$ cat config.mk
export PLATFORM = sky130hd
export DESIGN_NAME = rx
export DESIGN_NICKNAME = d
export VERILOG_FILES = /design/src/rtl/rx.sv
export SDC_FILE = /design/constraint.sdc
export NUM_CORES = 1
export LEC_CHECK = 0
export CAP_MARGIN = 10
export CORE_UTILIZATION = 61
export DETAILED_ROUTE_END_ITERATION = 10
export GPL_ROUTABILITY_DRIVEN = 0
export HOLD_SLACK_MARGIN = 0.12
export PLACE_DENSITY = 0.79
export SYNTH_ARGS = -nofsm -noshare
export SYNTH_HDL_FRONTEND = slang
export SYNTH_SLANG_ARGS = --single-unit
$ cat constraint.sdc
create_clock -name clk -period 4.5 [get_ports clk]
set_input_delay 0.45 -clock clk [delete_from_list [all_inputs] [get_ports clk]]
set_output_delay 0.45 -clock clk [all_outputs]
set_load 0.01 [all_outputs]
$ cat src/rtl/rx.sv
// UART receive path (8N1, LSB first) with a first-word-fall-through byte FIFO.
//
// Ports:
//   clk          - single clock, rising edge
//   i_reset_n    - asynchronous active-low reset
//   uart_txd_in  - asynchronous serial line, idles high
//   i_ready      - consumer accepts the head byte this cycle
//   o_valid      - FIFO non-empty, o_data holds the head byte
//   o_data       - FIFO head byte
//   o_count      - FIFO occupancy
//   o_frame_err  - one-cycle pulse: stop bit sampled low
//   o_overrun    - one-cycle pulse: good byte dropped, FIFO full
module rx #(
  parameter int unsigned TIMER_BITS      = 32,
  parameter int unsigned CLOCKS_PER_BAUD = 868,
  parameter int unsigned FIFO_AW         = 3
) (
  input  logic               clk,
  input  logic               i_reset_n,
  input  logic               uart_txd_in,
  input  logic               i_ready,
  output logic               o_valid,
  output logic [7:0]         o_data,
  output logic [FIFO_AW:0]   o_count,
  output logic               o_frame_err,
  output logic               o_overrun
);

  localparam int unsigned DEPTH     = 1 << FIFO_AW;
  localparam int unsigned PTR_W     = FIFO_AW + 1;
  localparam int unsigned HALF_LOAD = CLOCKS_PER_BAUD / 2 - 1;
  localparam int unsigned FULL_LOAD = CLOCKS_PER_BAUD - 1;

  typedef enum logic [2:0] {
    S_ARM,
    S_IDLE,
    S_START,
    S_DATA,
    S_STOP
  } state_t;

  // Two-flop synchronizer; resets high so the line looks idle
  logic [1:0] r_sync;
  logic       w_rxs;

  always_ff @(posedge clk or negedge i_reset_n) begin
    if (!i_reset_n) r_sync <= 2'b11;
    else            r_sync <= {r_sync[0], uart_txd_in};
  end

  assign w_rxs = r_sync[1];

  // Receiver state and datapath registers
  state_t                  r_state, w_state_next;
  logic [TIMER_BITS-1:0]   r_timer, w_timer_next;
  logic [2:0]              r_bit_idx, w_bit_idx_next;
  logic [7:0]              r_shift, w_shift_next;
  logic                    w_push_req;
  logic                    w_frame_err;
  logic                    w_timer_zero;

  assign w_timer_zero = (r_timer == '0);

  always_ff @(posedge clk or negedge i_reset_n) begin
    if (!i_reset_n) begin
      r_state   <= S_ARM;
      r_timer   <= '0;
      r_bit_idx <= '0;
      r_shift   <= '0;
    end else begin
      r_state   <= w_state_next;
      r_timer   <= w_timer_next;
      r_bit_idx <= w_bit_idx_next;
      r_shift   <= w_shift_next;
    end
  end

  // Next-state: bit timing and byte assembly
  always_comb begin
    w_state_next   = r_state;
    w_timer_next   = r_timer;
    w_bit_idx_next = r_bit_idx;
    w_shift_next   = r_shift;
    w_push_req     = 1'b0;
    w_frame_err    = 1'b0;
    case (r_state)
      S_ARM: begin
        if (w_rxs) w_state_next = S_IDLE;
      end
      S_IDLE: begin
        if (!w_rxs) begin
          w_timer_next = TIMER_BITS'(HALF_LOAD);
          w_state_next = S_START;
        end
      end
      S_START: begin
        if (w_timer_zero) begin
          if (w_rxs) begin
            w_state_next = S_IDLE;
          end else begin
            w_timer_next   = TIMER_BITS'(FULL_LOAD);
            w_bit_idx_next = '0;
            w_state_next   = S_DATA;
          end
        end else begin
          w_timer_next = r_timer - TIMER_BITS'(1);
        end
      end
      S_DATA: begin
        if (w_timer_zero) begin
          w_shift_next[r_bit_idx] = w_rxs;
          w_timer_next            = TIMER_BITS'(FULL_LOAD);
          w_bit_idx_next          = r_bit_idx + 3'd1;
          if (r_bit_idx == 3'd7) w_state_next = S_STOP;
        end else begin
          w_timer_next = r_timer - TIMER_BITS'(1);
        end
      end
      S_STOP: begin
        if (w_timer_zero) begin
          if (w_rxs) begin
            w_push_req   = 1'b1;
            w_state_next = S_IDLE;
          end else begin
            // Low stop bit: wait in ARM until the line recovers (covers a break)
            w_frame_err  = 1'b1;
            w_state_next = S_ARM;
          end
        end else begin
          w_timer_next = r_timer - TIMER_BITS'(1);
        end
      end
      default: w_state_next = S_ARM;
    endcase
  end

  // FIFO: extra pointer MSB separates full from empty
  logic [7:0]        r_mem [DEPTH];
  logic [PTR_W-1:0]  r_wptr, r_rptr;
  logic [PTR_W-1:0]  w_wptr_next, w_rptr_next;
  logic [PTR_W-1:0]  r_count, w_count_next;
  logic              r_valid;
  logic [7:0]        r_data, w_head_next;
  logic              r_frame_err, r_overrun;
  logic              w_full, w_pop, w_push, w_overrun;

  assign w_full    = (r_count == PTR_W'(DEPTH));
  assign w_pop     = r_valid && i_ready;
  // A pop in the same cycle frees the slot a push into a full FIFO needs
  assign w_push    = w_push_req && (!w_full || w_pop);
  assign w_overrun = w_push_req && w_full && !w_pop;

  always_comb begin
    w_wptr_next  = w_push ? r_wptr + PTR_W'(1) : r_wptr;
    w_rptr_next  = w_pop  ? r_rptr + PTR_W'(1) : r_rptr;
    w_count_next = r_count;
    case ({w_push, w_pop})
      2'b10:   w_count_next = r_count + PTR_W'(1);
      2'b01:   w_count_next = r_count - PTR_W'(1);
      default: w_count_next = r_count;
    endcase
    // Head bypass when the byte being pushed becomes the new head
    if (w_push && (w_rptr_next == r_wptr)) w_head_next = r_shift;
    else                                   w_head_next = r_mem[w_rptr_next[FIFO_AW-1:0]];
  end

  always_ff @(posedge clk) begin
    if (w_push) r_mem[r_wptr[FIFO_AW-1:0]] <= r_shift;
  end

  always_ff @(posedge clk or negedge i_reset_n) begin
    if (!i_reset_n) begin
      r_wptr      <= '0;
      r_rptr      <= '0;
      r_count     <= '0;
      r_valid     <= 1'b0;
      r_data      <= '0;
      r_frame_err <= 1'b0;
      r_overrun   <= 1'b0;
    end else begin
      r_wptr      <= w_wptr_next;
      r_rptr      <= w_rptr_next;
      r_count     <= w_count_next;
      r_valid     <= (w_count_next != '0);
      r_data      <= w_head_next;
      r_frame_err <= w_frame_err;
      r_overrun   <= w_overrun;
    end
  end

  assign o_valid     = r_valid;
  assign o_data      = r_data;
  assign o_count     = r_count;
  assign o_frame_err = r_frame_err;
  assign o_overrun   = r_overrun;

endmodule

* Word-level counts from Yosys, hierarchy flattened *
Memories as Yosys holds them, arrays and structs flattened.
Index checks and enable logic that the tools add are counted.
W data, S select, Z words.

storage, ports and cells
  bits in writable memories = 64
  input port bits = 4
  register bits = 71
  bits in latches = 0
  memories kept = 1
  logic and storage cells = 90
  output and inout bits = 15
  ROM bits = 0

memory list
  name   words  bits a word  rd ports  clocked after Yosys merged registers in  write ports  line  source
  r_mem  8      8            1         0                                        1            138   logic [7:0] r_mem [DEPTH];

operators by class
  bitwise operators = 0
  multiplexer cells = 33
  div/mod/pow operators = 0
  shift-type cells = 0
  add/subtract/negate cells = 6
  order comparisons = 2
  equality and inequality tests = 18
  reductions and logical operators = 18
  $mul = 0

operator list
  operator                 number
  $mux W32                 5
  $pmux W32 S4             1
  $logic_not A32 Y1        1
  $sub A32 B1 Y32 const B  1
  $mux W3                  9
  $ne A2 B2 Y1 const B     8
  $pmux W3 S5              1
  $add A4 B1 Y4 const B    3
  $mux W1                  10
  $bwmux W8                1
  $mux W8                  1
  $pmux W4 S2              1
  $reduce_and A4 Y1        2
  $reduce_bool A4 Y1       2
  $eq A3 B2 Y1 const B     2
  $eq A3 B3 Y1 const B     2
  $logic_and A1 B1 Y1      6
  $pmux W3 S2              1
  $reduce_and A6 Y1        1
  $eq A4 B4 Y1             1
  $eq A4 B4 Y1 const B     1
  $lt A3 B4 Y1 const B     1
  $mux W4                  1
  $sub A4 B1 Y4 const B    1
  13 further kinds         14

* Longest topological paths before layout *
Gate-level depths: netlist of the first run.

  depth in word-level cells = 7
  gate-level depth with buffers = 13
  gate-level depth less buffers = 13

* Worst setup path after synthesis of the first run *
No wires, ideal clock.

  kind = register to register
  start point = register r_timer[0]
  end point = register r_valid, in the netlist o_valid
  setup time = 0.072 ns
  data required time = 4.428 ns
  path buffers = 0
  setup slack = 0.974 ns
  data arrival time = 3.454 ns
  cell stages (with the launch flop) = 12
  period minus slack after synthesis = 3.526 ns
  cell sequence = dfrtp_1 -> inv_1 -> ha_1 -> or4b_1 -> or4_1 -> nor4_2 -> nor2_1 -> xor2_1 -> ha_1 -> or4_1 -> a211oi_1 -> nand4b_1

on the way
  cells in the longest elaborated chain, start to end = 7
  elaborated cells on any way between the ends = 8
  those cells by class = eq/ne: 2; mux: 3; reduce/logical: 3

ends and longest elaborated chain
  what                                                 line  source
  start: declaration                                   55    logic [TIMER_BITS-1:0] r_timer, w_timer_next;
  start signal: assignment                             72    r_timer <= w_timer_next;
  $logic_not A32 Y1 *                                  62    assign w_timer_zero = (r_timer == '0);
  $mux W1 *                                            120   if (w_timer_zero) begin
  $mux W1 *                                            86    case (r_state)
  $logic_and A1 B1 Y1 *                                150   assign w_push = w_push_req && (!w_full || w_pop);
  $eq A2 B1 Y1 / $eq A2 B2 Y1 (equally long branches)  157   case ({w_push, w_pop})
  $pmux W4 S2 *                                        157
  net w_count_next[2]                                  141   logic [PTR_W-1:0] r_count, w_count_next;
  $reduce_bool A4 Y1 *                                 184   r_valid <= (w_count_next != '0);
  end signal: assignment                               184
  end: declaration                                     142   logic r_valid;

The timed path passes the listed nets; every way through them passes the cells marked *.
A chain may end at the register's enable or synchronous reset.

* Worst setup path in the final report of the first run *
  start point = register r_timer[1]
  end point = register r_valid, in the netlist o_valid

Same word-level chain as after synthesis.

==> flow_summary_export.csv, run 1 <==
group,metric,value,unit
status,outcome,"finished, final reports clean",
clock_network,cts_max_path_buffers,2,
routing,postRouteWirelength,13250,um
logic_synthesis,synth.lib_cells_used.distinct,55,
global_routing,via_count_of_the_first_global_routing_pass,4263,
clock_network,total_setup_buffers_inserted_after_cts,0,
sta,achievable-frequency,0.2547,GHz
sta,fin_worst_skew,0.01301,ns
sta,final_period_minus_worst_setup_slack,3.925,ns
clock_network,clk_root_buf,"clkbuf_8",
sta,whs,0.3366,ns
sta,fin_max_slew_vios,0,
sta,fin_tns_setup,0,ns
clock_network,numClockSinks,135,
placement,dp_cell_count,640,
logic_synthesis,ys_ff_latch,135,
routing,post-route-drc-count,0,
logic_synthesis,synth_enable_flop_cells,64,
sta,grt_setup_unrepaired,"no",
critical_path,path_buf_inv,1,
logic_synthesis,netlist_area_pre_place,6205,um2
logic_synthesis,syn-mean-instance-area,12.36,um2
routing,antenna_violation_net_count_after_detailed_routing,0,
worst_hold_path,holdCritStartpoint,"uart_txd_in",
logic_synthesis,synth.largest_area_cell,"edfxtp_1",
clock_network,tritoncts,"built",
logic_synthesis,mappedNetlistNets,512,
sta,max_slew_margin,27.22,%
logic_synthesis,postSynthCellCount,502,
floorplan,rows,36,
power_and_ir_drop,vdd_drop_max,0.4335,mV
critical_path,path_depth,11,
floorplan,die_footprint,10580,um2
logic_synthesis,synthFlopType,"dfrtp_1",
clock_network,cts_htree_levels,4,
job,cap_violations,0,
global_routing,gr-usage-all-layers,27.60,%
cells_and_area,n_antenna_cell,0,
logic_synthesis,ys_async_sr_fraction,52.59,%
routing,wire_per_inst,19.69,um
sta,setup_viol_count_final,0,
clock_network,clock_insertion_delay_worst_skew,0.53,ns
placement,place.detailed.hpwl,8265,um
critical_path,timing.critical_path.required,4.96,ns
power_and_ir_drop,power_per_standard_cell_area,466.9,nW/um2
worst_hold_path,min_path_cells,1,
critical_path,kind_of_capture_point_of_the_worst_setup_path,"flip-flop",
logic_synthesis,synth.top_cells.by_area,"edfxtp_1 (31%), dfrtp_1 (28%), mux4_2 (5.8%), mux2_2 (3.3%), nand2_1 (3.0%)",
floorplan,die-width,102.9,um
cells_and_area,area_delta_synth_final,14.04,%
clock_network,cts.clk_slew.worst_paths,0.06,ns
critical_path,worst_ep_arrival_time,4.38,ns
cells_and_area,fillers,637,
logic_synthesis,netlist_top_cells_count,"dfrtp_1 (69), edfxtp_1 (64), nand2_1 (49)",
floorplan,io_pins,19,
critical_path,critical_path.cell_chain,"inv_1 -> ha_1 -> or4b_1 -> or4_1 -> nor4_2 -> nor2_1 -> xor2_1 -> ha_1 -> or4_1 -> a211oi_1 -> nand4b_1",
floorplan,coreArea,9819,um2
critical_path,worstSetupPathType,"flip-flop to flip-flop",
routing,drt_first_pass_iters,5,
power_and_ir_drop,leakage_power_summed_over_all_cells,2.704,nW
cells_and_area,layoutNonFillerInstCount,673,
critical_path,worst_r2r_path_depth,11,
logic_synthesis,synthesis.yosys.warnings,0,
critical_path,worstReg2RegEnd,"o_valid$_DFF_PN0_",
sta,final.period_utilization,87.23,%
global_routing,wire_length_of_the_first_global_routing_pass,21530,um
critical_path,timing.rr.start,"r_timer[1]$_DFFE_PN0P_",
logic_synthesis,ys_seq_area_share,59.65,%
global_routing,grt_max_degree,72,
critical_path,max_stage_delay,0.64,ns
worst_hold_path,min_to,"r_sync[0]$_DFF_PN1_",
clock_network,cts_buffers,17,
floorplan,floorplan.initialDensity,63.19,%
worst_hold_path,hold_path_class,"input port to flip-flop",
critical_path,timing.critical_path.from_type,"flip-flop",
sta,worst-slew-pin-transition,1.089,ns
cells_and_area,design.final.nets,537,
routing,first_iter_violations,524,
global_routing,antenna_found_initial,0,
power_and_ir_drop,power,3.304,mW
global_routing,grt_overflow,0,
floorplan,fp.dieH,102.9,um
routing,via_count,4334,
logic_synthesis,post-synth-top-area-fraction,30.97,%
critical_path,critical_path.startpoint,"r_timer[1]$_DFFE_PN0P_",
sta,report.final.hold_viol_count,0,
critical_path,path_delay_family,"simple AND/OR/NAND/NOR gates",
critical_path,maximum_fanout_along_the_worst_path,6,
placement,placement.io_buffers,18,
logic_synthesis,yosysMostFrequentCell,"dfrtp_1",
critical_path,cpMaxStageDelayCell,"or4_1",
critical_path,reg2reg_setup_slack,0.57,ns
routing,via_density_per_instance,6.440,
cells_and_area,final_layout_size_suffix_gt1_share,16.67,%
[per-stage QoR]
| step | setup WS [ns] | utilization, % | area, um2 |
|---|---|---|---|
| after floorplan | 0.9739 | - | 6205 |
| after global placement | 0.8041 | 66.14 | 6495 |
| after detailed placement | 0.6447 | 66.14 | 6495 |
| after CTS | 0.6046 | 72.06 | 7076 |
| after global routing | 0.2439 | 72.06 | 7076 |
| final | 0.5746 | 72.06 | 7076 |
[routing by layer]
layer	vias to the layer above	global-route usage [%]	part of all wire [%]
li1	1951	-	-
met1	2164	37.64	41
met2	198	44.15	50
met3	21	6.915	7.0
met4	0	8.451	1.4
met5	-	0	0
[where the power goes]
group	switching, mW	internal [mW]	leakage (nW)
registers	0.138	1.40	1.50
clock network	0.528	0.796	0.270
logic	0.270	0.178	0.936
total	0.935	2.37	2.70
[worst max path at each step]
stage	to	slack, ns
final	o_valid$_DFF_PN0_	0.57
after global routing	o_valid$_DFF_PN0_	0.24
after CTS	o_valid$_DFF_PN0_	0.60
after detailed placement	o_valid$_DFF_PN0_	0.64
after global placement	o_valid$_DFF_PN0_	0.80
after floorplan	o_valid$_DFF_PN0_	0.97
[layout by cell type, fill, tap and decap left out, types with 3 or more instances in the layout]
cell type and n:
a21oi_1 33, a31o_2 3, and3_1 3, buf_4 8
clkbuf_16 16, clkdlybuf4s50_1 17, clkinv_4 3, clkinvlp_4 3
dfrtp_1 69, edfxtp_1 64, ha_1 6, inv_1 10
inv_6 4, mux2_2 18, mux4_2 16, nand2_1 49
nand2b_1 7, nand3_1 18, nand4_1 6, nor2_1 34
nor3_1 23, nor3b_1 3, nor4_1 3, o21ai_0 18
o21bai_1 3, o31ai_1 9, o41ai_1 4, or3_1 15
or4_1 17, xnor2_1 7, xor2_1 8
[logic make-up (layout without fill, tap and decap cells)]
logic type	Yosys count	in the layout	synth area share, %
AND/OR/NAND/NOR	198	198	17.08
flip-flops	135	135	59.65
AO/OA/AOI/OAI	81	81	8.046
multiplexers	36	36	9.458
buffers and inverters	31	69	2.440
XOR/XNOR	15	15	2.117
adder cells (fa/ha/maj)	6	6	1.210
[state kept, by name (all words and copies together), names as in the netlist, 4 cells and up]
| name | cells |
|---|---|
| o_count | 4 |
| o_data | 8 |
| r_shift | 8 |
| r_mem | 64 |
| r_timer | 32 |
| r_wptr | 4 |
| r_rptr | 4 |
[final cells by class]
class / instances / area, um2 / area share [%]
clock inverter: 13 / 148.9 / 2.104
clock buffer: 19 / 421.7 / 5.959
timing repair buffer: 26 / 240.2 / 3.395
tap: 133 / 166.4 / 2.352
multi-input combinational: 336 / 2356 / 33.30
sequential: 135 / 3701 / 52.31
inverter: 11 / 41.29 / 0.5836
[repair_timing]
item                                    in CTS  in global routing
hold endpoints to repair                    69                  0
hold buffers                                 1                  0
resized for setup                            0                  0
endpoints found under the setup margin       0                  0
Power figures use the tool's default switching activity.
==> inputs of run 2 (changes only) <==
- CORE_MARGIN: unset -> 8
==> flow_summary_export.csv, run 2 (synthesis results as in run 1) <==
group,metric,value,unit
status,outcome,"finished, final reports clean",
clock_network,resized_cells_post_cts,0,
floorplan,io_pins,19,
power_and_ir_drop,vdd_drop_max,0.3076,mV
sta,max_slew_margin,25.79,%
critical_path,critical_path.startpoint,"r_timer[0]$_DFFE_PN0P_",
routing,drt_first_pass_iters,5,
worst_hold_path,hold_path_class,"input port to flip-flop",
critical_path,worstReg2RegEnd,"o_valid$_DFF_PN0_",
floorplan,coreArea,10090,um2
critical_path,reg2reg_setup_slack,0.54,ns
routing,via_count,4319,
power_and_ir_drop,leakage_power_summed_over_all_cells,2.684,nW
sta,fin_tns_setup,0,ns
critical_path,maximum_fanout_along_the_worst_path,6,
global_routing,antenna_found_initial,0,
global_routing,grt_max_degree,72,
routing,via_density_per_instance,6.389,
clock_network,numClockSinks,135,
placement,place.detailed.hpwl,8207,um
floorplan,die-width,116.9,um
critical_path,timing.critical_path.from_type,"flip-flop",
critical_path,kind_of_capture_point_of_the_worst_setup_path,"flip-flop",
routing,first_iter_violations,402,
clock_network,cts.clk_slew.worst_paths,0.06,ns
routing,postRouteWirelength,13110,um
sta,report.final.hold_viol_count,0,
cells_and_area,n_antenna_cell,0,
cells_and_area,layout_commonest_cell,"dfrtp_1",
sta,setup_viol_count_final,0,
global_routing,gr-usage-all-layers,20.59,%
critical_path,worst_ep_arrival_time,4.41,ns
power_and_ir_drop,power_per_standard_cell_area,454.4,nW/um2
clock_network,total_setup_buffers_inserted_after_cts,0,
critical_path,worst_setup_path_endpoint,"o_valid$_DFF_PN0_",
clock_network,cts_max_path_buffers,2,
cells_and_area,design.final.nets,537,
routing,wire_per_inst,19.40,um
sta,achievable-frequency,0.2525,GHz
clock_network,tritoncts,"built",
placement,placement.io_buffers,18,
cells_and_area,max_reg_flops,64,
routing,antenna_violation_net_count_after_detailed_routing,0,
sta,grt_setup_unrepaired,"no",
critical_path,worst_r2r_path_depth,11,
routing,post-route-drc-count,0,
critical_path,timing.rr.start,"r_timer[0]$_DFFE_PN0P_",
critical_path,timing.critical_path.required,4.95,ns
cells_and_area,multi_input_area,2356,um2
critical_path,critical_path.cell_chain,"inv_1 -> ha_1 -> or4b_1 -> or4_1 -> nor4_2 -> nor2_1 -> xor2_1 -> ha_1 -> or4_1 -> a211oi_1 -> nand4b_1",
cells_and_area,layout.cells.most_common_list,"dfrtp_1 (69), edfxtp_1 (64), nand2_1 (49)",
cells_and_area,final_layout_size_suffix_gt1_share,16.67,%
clock_network,cts_htree_levels,4,
global_routing,wire_length_of_the_first_global_routing_pass,21110,um
sta,worst-slew-pin-transition,1.111,ns
floorplan,rows,37,
clock_network,cts_buffers,17,
cells_and_area,area_delta_synth_final,13.47,%
clock_network,clk_root_buf,"clkbuf_8",
floorplan,floorplan.initialDensity,61.48,%
cells_and_area,ff_latch_area,3701,um2
sta,final.period_utilization,87.99,%
sta,fin_max_slew_vios,0,
cells_and_area,fillers,688,
job,cap_violations,0,
critical_path,max_stage_delay,0.67,ns
sta,whs,0.3275,ns
floorplan,fp.dieH,116.9,um
sta,final_period_minus_worst_setup_slack,3.960,ns
sta,fin_worst_skew,0.009763,ns
clock_network,cts_hold_buf,1,
global_routing,grt_overflow,0,
global_routing,via_count_of_the_first_global_routing_pass,4198,
floorplan,die_footprint,13660,um2
clock_network,clock_insertion_delay_worst_skew,0.52,ns
critical_path,worstSetupPathType,"flip-flop to flip-flop",
critical_path,cpMaxStageDelayCell,"or4_1",
run 2: per-stage QoR:
| stage | area (um2) | util, % | worst slack, ns | instances | power [mW] |
|---|---|---|---|---|---|
| final | 7041 | 69.76 | 0.5403 | 676 | 3.199 |
| after global routing | 7041 | 69.76 | 0.2607 | 676 | 3.342 |
| after CTS | 7041 | 69.76 | 0.5723 | 676 | 3.203 |
| after detailed placement | 6499 | 64.39 | 0.6221 | 643 | 1.984 |
| after global placement | 6499 | 64.39 | 0.7832 | 643 | 1.956 |
| after floorplan | 6205 | - | 0.9739 | 502 | 1.873 |
run 2: how the worst min path moves through the flow:
| stage | from | end | slack [ns] | cells past startpoint |
|---|---|---|---|---|
| final | uart_txd_in | r_sync[0]$_DFF_PN1_ | 0.33 | 1 |
| after global routing | uart_txd_in | r_sync[0]$_DFF_PN1_ | 0.32 | 1 |
| after CTS | uart_txd_in | r_sync[0]$_DFF_PN1_ | 0.31 | 1 |
| after detailed placement | r_sync[0]$_DFF_PN1_ | r_sync[1]$_DFF_PN1_ | 0.35 | 0 |
| after global placement | r_sync[0]$_DFF_PN1_ | r_sync[1]$_DFF_PN1_ | 0.35 | 0 |
| after floorplan | i_reset_n | o_count[0]$_DFF_PN0_ | 0.15 | 0 |
run 2: routing by layer:
| layer | share of wire [%] | vias up | wire [um] | global-route usage, % |
|---|---|---|---|---|
| met3 | 6.2 | 20 | 818 | 4.874 |
| met5 | 0 | - | 0 | 0 |
| li1 | - | 1957 | - | - |
| met4 | 1.2 | 0 | 160 | 8.532 |
| met2 | 51 | 169 | 6653 | 34.28 |
| met1 | 42 | 2173 | 5480 | 25.42 |
run 2: layout make-up:
| class | count | share of cell area (%) |
|---|---|---|
| clock buffers | 19 | 6.131 |
| clock inverters | 13 | 1.422 |
| well taps | 136 | 2.417 |
| repair buffers | 26 | 3.412 |
| inverters | 11 | 0.5865 |
| flip-flops and latches | 135 | 52.57 |
| multi-input cells | 336 | 33.46 |
run 2: critical path: cells and delay by family (launching register included):
family | cells | cell delay [ns]
simple gates | 6 | 2.52
fa+ha+maj | 2 | 0.44
flops | 1 | 0.42
compound gates | 1 | 0.24
xor+xnor | 1 | 0.20
buf+inv | 1 | 0.08
run 2: report_power, final:
group          leakage (nW)  switching, mW  total, mW  internal, mW
Combinational         0.936          0.268      0.445         0.178
Sequential             1.50          0.139       1.53          1.40
Clock                 0.249          0.525       1.22         0.695
